`src/rtl/fg_output_limiter.sv`:
```
// fg_output_limiter: registered output stage of the function generator.
// Selects one of DATA_COUNT signed streams, adds a signed DC offset at full
// precision (stage 1), then clamps to [lower_limit_i, upper_limit_i] and
// applies the output enable (stage 2). Latency is 2 cycles, no backpressure.
//
// Optional feature macro: SLEW_LIMIT_EN
//   When defined, adds slew_i and limits the per-sample step of out_o.
//
// Ports:
//   clk_i, rst_i      clock, synchronous active-high reset
//   enable_i          output enable (sampled in stage 2)
//   valid_i           input strobe for data_i / select_i
//   select_i          stream index; out-of-range selects a zero stream
//   offset_i          signed DC offset
//   upper_limit_i     signed clamp ceiling (sampled in stage 2)
//   lower_limit_i     signed clamp floor   (sampled in stage 2)
//   data_i            packed signed streams, BITWIDTH+1 bits each
//   slew_i            max step magnitude, 0 = unlimited (SLEW_LIMIT_EN only)
//   out_o             signed limited sample
//   valid_o           out_o updated this cycle
//   sat_hi_o/sat_lo_o out_o was clamped to upper / lower limit
//   cfg_err_o         lower limit exceeded upper limit for this sample
module fg_output_limiter #(
   parameter  int unsigned BITWIDTH   = 16,
   parameter  int unsigned DATA_COUNT = 3,
   localparam int unsigned SEL_W      = (DATA_COUNT > 1) ? $clog2(DATA_COUNT) : 1
) (
   input  logic                             clk_i,
   input  logic                             rst_i,
   input  logic                             enable_i,
   input  logic                             valid_i,
   input  logic [SEL_W-1:0]                 select_i,
   input  logic [BITWIDTH-1:0]              offset_i,
   input  logic [BITWIDTH-1:0]              upper_limit_i,
   input  logic [BITWIDTH-1:0]              lower_limit_i,
   input  logic [DATA_COUNT*(BITWIDTH+1)-1:0] data_i,
`ifdef SLEW_LIMIT_EN
   input  logic [BITWIDTH-2:0]              slew_i,
`endif
   output logic [BITWIDTH-1:0]              out_o,
   output logic                             valid_o,
   output logic                             sat_hi_o,
   output logic                             sat_lo_o,
   output logic                             cfg_err_o
);

   localparam int unsigned SW    = BITWIDTH + 1;
   localparam int unsigned SUM_W = BITWIDTH + 2;

   // Stage 1 state
   logic                    s1_valid_q;
   logic signed [SUM_W-1:0] sum_q;
   logic signed [SUM_W-1:0] sum_d;
   logic signed [SW-1:0]    stream_c;

   // Stage 2 state
   logic                    valid_q;
   logic [BITWIDTH-1:0]     out_q, out_d;
   logic                    sat_hi_q, sat_hi_d;
   logic                    sat_lo_q, sat_lo_d;
   logic                    cfg_err_q, cfg_err_d;
   logic [BITWIDTH-1:0]     target_c;
   logic signed [SUM_W-1:0] upper_ext_c, lower_ext_c;

   // Stream select; indices outside the stream set read as zero
   always_comb begin
      stream_c = '0;
      for (int unsigned k = 0; k < DATA_COUNT; k++) begin
         if (select_i == SEL_W'(k)) begin
            stream_c = data_i[k*SW +: SW];
         end
      end
   end

   // Full-precision sum: two guard bits make wrap impossible
   assign sum_d = {stream_c[SW-1], stream_c}
                + {{2{offset_i[BITWIDTH-1]}}, offset_i};

   always_ff @(posedge clk_i) begin
      if (rst_i) begin
         s1_valid_q <= 1'b0;
         sum_q      <= '0;
      end else begin
         s1_valid_q <= valid_i;
         if (valid_i) begin
            sum_q <= sum_d;
         end
      end
   end

   assign upper_ext_c = {{2{upper_limit_i[BITWIDTH-1]}}, upper_limit_i};
   assign lower_ext_c = {{2{lower_limit_i[BITWIDTH-1]}}, lower_limit_i};

   // Clamp and enable; equality with a limit is not saturation
   always_comb begin
      target_c  = '0;
      sat_hi_d  = 1'b0;
      sat_lo_d  = 1'b0;
      cfg_err_d = 1'b0;
      if (!enable_i) begin
         target_c = '0;
      end else if (lower_ext_c > upper_ext_c) begin
         cfg_err_d = 1'b1;
      end else if (sum_q > upper_ext_c) begin
         target_c = upper_limit_i;
         sat_hi_d = 1'b1;
      end else if (sum_q < lower_ext_c) begin
         target_c = lower_limit_i;
         sat_lo_d = 1'b1;
      end else begin
         target_c = sum_q[BITWIDTH-1:0];
      end
   end

`ifdef SLEW_LIMIT_EN
   logic signed [SW-1:0] delta_c;
   logic signed [SW-1:0] slew_ext_c;

   assign delta_c    = {target_c[BITWIDTH-1], target_c} - {out_q[BITWIDTH-1], out_q};
   assign slew_ext_c = {2'b00, slew_i};

   // Step limiter relative to the previous output; never crosses the target
   always_comb begin
      out_d = target_c;
      if (slew_i != '0) begin
         if (delta_c > slew_ext_c) begin
            out_d = out_q + {1'b0, slew_i};
         end else if (delta_c < -slew_ext_c) begin
            out_d = out_q - {1'b0, slew_i};
         end
      end
   end
`else
   assign out_d = target_c;
`endif

   always_ff @(posedge clk_i) begin
      if (rst_i) begin
         valid_q   <= 1'b0;
         out_q     <= '0;
         sat_hi_q  <= 1'b0;
         sat_lo_q  <= 1'b0;
         cfg_err_q <= 1'b0;
      end else begin
         valid_q <= s1_valid_q;
         if (s1_valid_q) begin
            out_q     <= out_d;
            sat_hi_q  <= sat_hi_d;
            sat_lo_q  <= sat_lo_d;
            cfg_err_q <= cfg_err_d;
         end
      end
   end

   assign out_o     = out_q;
   assign valid_o   = valid_q;
   assign sat_hi_o  = sat_hi_q;
   assign sat_lo_o  = sat_lo_q;
   assign cfg_err_o = cfg_err_q;

endmodule

```
`config.mk`:
```
export PLATFORM = sky130hd
export DESIGN_NAME = fg_output_limiter
export DESIGN_NICKNAME = d
export VERILOG_FILES = /design/src/rtl/fg_output_limiter.sv
export SDC_FILE = /design/constraint.sdc
export NUM_CORES = 1
export LEC_CHECK = 0
export BUFFER_PORTS_ARGS = -buffer_cell sky130_fd_sc_hd__clkbuf_2
export CORE_AREA = 2 2 93 95
export CTS_BUF_LIST = sky130_fd_sc_hd__clkbuf_2 sky130_fd_sc_hd__clkbuf_4 sky130_fd_sc_hd__clkbuf_8
export CTS_CLUSTER_DIAMETER = 50
export CTS_CLUSTER_SIZE = 12
export DETAILED_ROUTE_END_ITERATION = 10
export DIE_AREA = 0 0 95 97
export HOLD_SLACK_MARGIN = 0.08
export PLACE_DENSITY = 0.86
export SLEW_MARGIN = 10
export SYNTH_ARGS = -nofsm -noshare
export SYNTH_HDL_FRONTEND = slang
export SYNTH_SLANG_ARGS = --single-unit
```
`constraint.sdc`:
```
create_clock -name clk_i -period 3.75 [get_ports clk_i]
set_input_delay 0.1875 -clock clk_i [delete_from_list [all_inputs] [get_ports clk_i]]
set_output_delay 0.1875 -clock clk_i [all_outputs]
set_load 0.01 [all_outputs]
```
Word-level counts from Yosys, hierarchy flattened
Index checks and enable logic that the tools add are counted.

word-level totals
  flip-flop bits (word level) = 39
  output and inout port bits = 20
  logic and storage cells = 30

operators by class
  reduce and logical (&&, ||, !) cells = 1
  $lt $le $gt $ge = 3
  $add $sub $neg = 1
  muxes and demuxes = 16
  eq/ne operators = 2

operators with widths
  cell                  number
  $mux W16              4
  $mux W17              3
  $add A17 B16 Y18      1
  $gt A18 B16 Y1        1
  $lt A18 B16 Y1        1
  $gt A16 B16 Y1        1
  $mux W1               9
  $eq A2 B1 Y1 const B  1
  $eq A2 B2 Y1 const B  1
  $logic_not A2 Y1      1

Logic depth before layout (Yosys ltp)
Gate-level depths: netlist of the first run.

  depth in word-level cells = 5
  depth in mapped cells = 15
  depth with buffers taken out = 12

Least setup slack after synthesis of the first run
No wires, ideal clock.

  path type = input to register
  from = in select_i[0]
  to = reg sum_q[12]
  setup slack = 462 ps
  path buffers = 2
  cell stages on the path = 13
  data required time = 3671 ps
  arrival = 3209 ps
  cells stage by stage = clkbuf_1 buf_1 mux2i_1 o21ai_0 ha_1 fa_1 a211oi_1 o21ai_1 nand2_1 o21a_1 nor2b_1 or4_1 o211ai_1

between the ends
  longest elaborated chain between the ends = 5
  elaborated cells between the ends (all ways) = 7

ends and longest elaborated chain
  element                RTL line  source
  start, declared        32        input logic [SEL_W-1:0] select_i,
  $logic_not A2 Y1       69        if (select_i == SEL_W'(k)) begin
  $mux W17 (2 in a row)  69
  $mux W17 *             69
  $add A17 B16 Y18 *     77        + {{2{offset_i[BITWIDTH-1]}}, offset_i};
  end signal, assigned   86        sum_q <= sum_d;
  end, declared          52        logic signed [SUM_W-1:0] sum_q;

Every way passes the cells marked *; elsewhere a longest branch is shown, timed or not.
A chain may end at the register's enable or synchronous reset.

Worst setup path after layout of the first run
  from = in select_i[1]
  to = reg sum_q[12]

Same word-level chain as after synthesis.

==> results of run 1 <==
flip-flops by register name, indices dropped and copies added, names as in the netlist:
signal	count
sum_q	18
valid_o	1
sat_lo_o	1
sat_hi_o	1
s1_valid_q	1
cfg_err_o	1
out_o	16
power groups by stage:
stage | combinational, W | clock (W) | sequential (W)
after CTS | 0.000675 | 0.000325 | 0.000485
after global routing | 0.000767 | 0.000348 | 0.000491
after global placement | 0.000642 | 0 | 0.000491
after detailed placement | 0.000668 | 0 | 0.000494
after floorplan | 0.000488 | 0 | 0.000481
final | 0.000677 | 0.000322 | 0.000485
cell families (layout without fill, tap and decap cells):
family / Yosys count / after routing
xor gates and xnor gates: 8 / 8
DFF: 39 / 39
and+or+nand+nor: 201 / 201
muxes: 27 / 27
adders and majority gates: 69 / 69
AOI/OAI and AO/OA: 160 / 160
buffers and inverters: 66 / 175
worst max path at each step:
stage / startpoint / endpoint / slack [ns] / cells after the start
floorplan: select_i[0] / sum_q[12] / 0.46 / 13
global placement: select_i[1] / sum_q[12] / 0.88 / 13
detailed placement: select_i[1] / sum_q[11] / 0.77 / 12
CTS: select_i[1] / sum_q[12] / 1.07 / 13
global route: select_i[1] / sum_q[12] / 0.64 / 13
finish: select_i[1] / sum_q[12] / 1.03 / 13
cells in the mapped netlist (5+ instances only):
cell and count:
a21o_1 5, mux2i_1 27, xnor2_1 5, nor3_1 12, o31ai_2 9, buf_2 6
inv_1 37, o2111a_1 16, nor2b_1 10, o31ai_1 7, nand3_1 5, o21ai_0 33
o211ai_1 6, clkbuf_1 19, nand3b_1 16, a211oi_1 9, nand4_1 6, dfxtp_1 39
a31oi_1 20, nor2_1 44, a21oi_1 27, nand2_1 74, nor3b_1 16, ha_1 68
o21bai_1 5
final cells by class:
class,count,area share
Tap cell,105,0.02533
Inverter,38,0.02750
Timing Repair Buffer,129,0.1269
Sequential cell,39,0.1505
Clock buffer,8,0.02002
Multi-Input combinational cell,465,0.6497
per-stage QoR:
| stage | utilization | std cells | hold slack (ns) | area [um2] | setup slack, ns |
|---|---|---|---|---|---|
| finish | 0.6376 | 784 | 0.1800 | 5186 | 1.028 |
| global placement | 0.6248 | 776 | 0.4339 | 5082 | 0.8803 |
| floorplan | - | 570 | 0.3006 | 4413 | 0.4620 |
| CTS | 0.6376 | 784 | 0.1807 | 5186 | 1.067 |
| global route | 0.6376 | 784 | 0.1732 | 5186 | 0.6370 |
| detailed placement | 0.6248 | 776 | 0.4446 | 5082 | 0.7652 |
metal layers:
layer | up-vias | track usage | wire (um)
met5 | - | 0 | 0
met4 | 0 | 0.07358 | 225
met3 | 23 | 0.04439 | 806
met2 | 194 | 0.4294 | 5398
met1 | 2057 | 0.3373 | 5152
li1 | 2318 | - | -
critical path, stage by stage:
cell and delay [ns]:
clkbuf_2 0.24, nor2b_1 0.34, buf_4 0.25, nand2_1 0.06
o21ai_0 0.07, ha_1 0.32, a2111oi_0 0.42, o21ai_1 0.14
nand2_1 0.15, o21a_1 0.15, nor2b_1 0.05, or4_1 0.46
o211ai_1 0.09
==> impl_metrics.toml, run 1 <==
[sta]
fin_worst_skew_ns = 0.01068
rsz0062_at_grt = "false"
hold_violations = 0
setup-violations-final = 0
period_minus_slack_ns = 2.722
fin_tns_setup_ns = 0
relSlewSlack = 0.2454
tightest_slew_ns = 1.132
drv_slew = 0
max_freq_mhz = 367.4
period_share = 0.7259

[floorplan]
die_x_um = 95
die_area_um2 = 9215
die-height_um = 97
fp-row-count = 33
core_um2 = 8134
start_util = 0.5425
io_pins = 125

[clock_network]
cts-hold-fix-buffers = 0
clockBufferDepth = 2
cts.sinks = 39
cts_buffers = 5
cts-resized-gates = 0
htree_levels = 2
clock_latency_ns = 0.30
tritoncts = "done"
post_cts_buffers = 0
cts_root_buf = "clkbuf_8"
cts.clk_slew.worst_paths_ns = 0.08

[hold_path]
min_path_cells = 3
worstHoldPathType = "input pin to flip-flop"
hp-start = "upper_limit_i[14]"
worstHoldEndpoint = "out_o[14]"

[layout]
diodes = 0
regArea_um2 = 780.7
multiInputGateArea_um2 = 3369
fillerInstances = 704
layout_commonest_cell = "clkbuf_2"
syn_to_final_growth_pct = 17.52
mostFrequentLayoutCells = "clkbuf_2, nand2_1, ha_1"
drive_above_1_share = 0.2283
fin_nets = 852

[detailed_routing]
drtAntennaViolNets = 0
routed_via_density = 5.857
firstDrtPassIters = 5
wl_mm = 11.58
dr.first_iter.drc_count = 159
wl_per_cell_um = 14.77
vias = 4592
drc = 0

[critical_path]
rr_endpoint = "out_o[15]"
end_kind = "flip-flop"
timing.rr.start = "sum_q[17]"
cp_max_fo = 18
worstPathRequired_ns = 3.96
path_class = "input pin to flip-flop"
arrival_ns = 2.93
cp-start-kind = "input pin"
rr_worst_depth = 7
r2r_setup_slack_ns = 1.08

[synth]
synth_edf_count = 0
yosys.area.top_type_share = 0.1928
yosys-top-cells-area = "ha_1, dfxtp_1, nand2_1"
synth_mux_area_frac = 0.06124
seq_area_frac_synth = 0.1769
synthAdderAreaFrac = 0.1973
syn_nets = 744
synth_top_cell_by_area = "ha_1"
yosys.area_share.simple = 0.2311
ys.flop_type = "dfxtp_1"
syn_area_um2 = 4413
async_reset_ff_frac = 0
ys_seq_elements = 39
synthCells = 570
synth_cell_types = 57
synth_compound_area_frac = 0.2580
avgSynthCellArea_um2 = 7.742
yosys.area_share.xor_xnor = 0.01588
synth_top_family_by_area = "compound AO/OA/AOI/OAI gates"
yosysWarnings = 0

[pwr]
power_frac_seq = 0.327
ir_drop_v = 0.0001447
switching_share = 0.3865
combPwrFrac = 0.456
power.leakage_nw = 2.477
clkPwrFrac = 0.217
p_int_w = 0.0009106
p_sw_w = 0.0005735
power_per_cell_area_nw_per_um2 = 286.2
report.power.total_w = 0.001484

[placed_design]
gp_congestion = 0.9175
hpwlAfterDp_mm = 9.534
port_buffers = 124

[grt]
grt-ovfl-total = 0
track_usage = 0.2576
grt_max_degree = 36
antenna_found_initial = 0
grt_pass1_vias = 4429
grt_pass1_wl_mm = 19.80

[outcome]
status = "complete, no violations"

[run]
cap_violations = 0
Power figures use the tool's default switching activity.
==> run 2, diff against run 1 <==
--- a/config.mk
+++ b/config.mk
@@ -6,14 +6,14 @@
 export NUM_CORES = 1
 export LEC_CHECK = 0
 export BUFFER_PORTS_ARGS = -buffer_cell sky130_fd_sc_hd__clkbuf_2
-export CORE_AREA = 2 2 93 95
+export CORE_AREA = 2 2 97 99
 export CTS_BUF_LIST = sky130_fd_sc_hd__clkbuf_2 sky130_fd_sc_hd__clkbuf_4 sky130_fd_sc_hd__clkbuf_8
 export CTS_CLUSTER_DIAMETER = 50
 export CTS_CLUSTER_SIZE = 12
 export DETAILED_ROUTE_END_ITERATION = 10
-export DIE_AREA = 0 0 95 97
+export DIE_AREA = 0 0 99 101
 export HOLD_SLACK_MARGIN = 0.08
-export PLACE_DENSITY = 0.86
+export PLACE_DENSITY = 0.83
 export SLEW_MARGIN = 10
 export SYNTH_ARGS = -nofsm -noshare
 export SYNTH_HDL_FRONTEND = slang
==> constraint.sdc (replaced) <==
create_clock -name clk_i -period 2.2 [get_ports clk_i]
set_input_delay 0.11 -clock clk_i [delete_from_list [all_inputs] [get_ports clk_i]]
set_output_delay 0.11 -clock clk_i [all_outputs]
set_load 0.01 [all_outputs]
==> run 2 against run 1 <==
Effect of this change:
- the run now ends with negative setup slack left
- total power up 98%
- clock-buffer cell count shrank 3
- critical path depth fell by 3
- register-to-register slack got worse by 1.2 ns
==> impl_metrics.toml, run 2 (synthesis gave the netlist of run 1 again) <==
[sta]
setup-violations-final = 16
relSlewSlack = 0.5262
whs_ns = 0.1031
drv_slew = 0
worst_slack_ns = -0.1347
tightest_slew_ns = 0.7100
rsz0062_at_grt = "true"
fin_worst_skew_ns = 0.01131
period_share = 1.061
period_minus_slack_ns = 2.335
max_freq_mhz = 428.3
hold_violations = 0

[grt]
use_met3 = 0.02497
antenna_found_initial = 0
grt_pass1_wl_mm = 21.35
grt-ovfl-total = 0
track_usage = 0.2549
met2_usage = 0.4740
grt-busiest-layer = "met2"
grt_pass1_vias = 4765
use_met1 = 0.3245
grt_max_degree = 35

[layout]
fin_nets = 948
syn_to_final_growth_pct = 41.65
drive_above_1_share = 0.3832
layout_commonest_cell = "clkbuf_2"
diodes = 0
largest_reg_flops = 18
final_cells = 886
top_register = "sum_q"
fillerInstances = 716
mostFrequentLayoutCells = "clkbuf_2, buf_4, nand2_1"

[clock_network]
cts_root_buf = "clkbuf_8"
cts.sinks = 39
tritoncts = "done"
htree_levels = 2
clockBufferDepth = 2
cts-hold-fix-buffers = 0
cts.clk_slew.worst_paths_ns = 0.08
clock_latency_ns = 0.30
cts_buffers = 5

[placed_design]
gp_congestion = 0.9088
hpwlAfterDp_mm = 10.75
port_buffers = 124
dpl.cell_count = 867
pre_cts_slack_ns = -0.3920

[critical_path]
cp_cell_sequence = "ha_4 > nand4_1 > or4_4 > nor3_4 > a21oi_2 > o21ai_4 > buf_6 > buf_6 > o2111a_1 > o31ai_1"
max_stage_delay_ns = 0.56
cpMostUsedCell = "buf_6"
arrival_ns = 2.53
path_class = "flip-flop to flip-flop"
end_kind = "flip-flop"
slowest_stage = "or4_4"
cp_max_fo = 5
cp-start-kind = "flip-flop"
worstPathRequired_ns = 2.39
critPathTopFamily = "simple AND/OR/NAND/NOR gates"
cp_num_buf_inv = 2

[floorplan]
start_util = 0.4916
io_pins = 125
core_um2 = 8977
die_area_um2 = 9999
die_x_um = 99
fp-row-count = 35
die-height_um = 101

[detailed_routing]
routed_via_density = 5.690
wl_mm = 13.58
dr.first_iter.drc_count = 197
firstDrtPassIters = 5
wl_per_cell_um = 15.33
drtAntennaViolNets = 0
drc = 0
vias = 5041

[hold_path]
worstHoldPathType = "input pin to flip-flop"

[pwr]
power.leakage_nw = 3.030
power_per_cell_area_nw_per_um2 = 470.8
ir_drop_v = 0.0002155
report.power.total_w = 0.002943

[outcome]
status = "complete, but fails checks"
violations = "negative setup slack"

[run]
cap_violations = 0
run 2: cell types whose count changed in the layout (fill, tap and decap cells not counted), sizes merged:
cell / before / now
clkbuf: 132 / 127
clkinv: 1 / 4
buf: 5 / 103
run 2: cell type report:
| type | instances | area, um2 | share of cell area |
|---|---|---|---|
| sequential | 39 | 787.0 | 0.1259 |
| clock buffer | 5 | 68.82 | 0.01101 |
| multi-input combinational | 465 | 3621 | 0.5793 |
| tap | 111 | 138.9 | 0.02222 |
| inverter | 38 | 142.6 | 0.02282 |
| timing repair buffer | 225 | 1478 | 0.2364 |
| clock inverter | 3 | 15.01 | 0.002402 |
run 2: through the flow:
step | setup TNS [ns] | util | area (um2)
detailed placement | -7.052 | 0.6447 | 5788
global route | -2.754 | 0.6963 | 6251
CTS | -0.6954 | 0.6714 | 6027
global placement | -4.216 | 0.6447 | 5788
floorplan | -1.450 | - | 4474
finish | -1.486 | 0.6963 | 6251
run 2: routing by layer:
| metal | vias up | routed length (um) |
|---|---|---|
| met5 | - | 0 |
| met4 | 0 | 133 |
| met3 | 13 | 894 |
| met2 | 212 | 6781 |
| met1 | 2315 | 5774 |
| li1 | 2501 | - |
run 2: final timing paths:
kind	depth (start not counted)	endpoint	startpoint	slack, ns
worst max-delay path	10	out_o[12]	sum_q[17]	-0.13
worst min-delay path	3	out_o[14]	upper_limit_i[14]	0.10
worst max register to register	10	out_o[12]	sum_q[17]	-0.13
worst min register to register	2	out_o[13]	out_o[13]	0.46
run 2: power breakdown:
group          switching, W  internal (W)
Combinational      0.000839      0.000828
Sequential        0.0000420      0.000761
Clock              0.000256      0.000217
Total               0.00114       0.00181
run 2: worst reg2reg max path, cell delays in order (launching register included):
cell      delay [ns]
dfxtp_2         0.34
ha_4            0.27
nand4_1         0.17
or4_4           0.56
nor3_4          0.18
a21oi_2         0.07
o21ai_4         0.11
buf_6           0.15
buf_6           0.12
o2111a_1        0.20
o31ai_1         0.07
run 2: what timing repair did:
action / CTS / global route
hold endpoints to repair: 0 / 0
endpoints found under the setup margin: 22 / 28
setup buffers: 6 / 3
gates resized for setup: 25 / 51
gates cloned: 1 / 1
pin swaps: 16 / 28
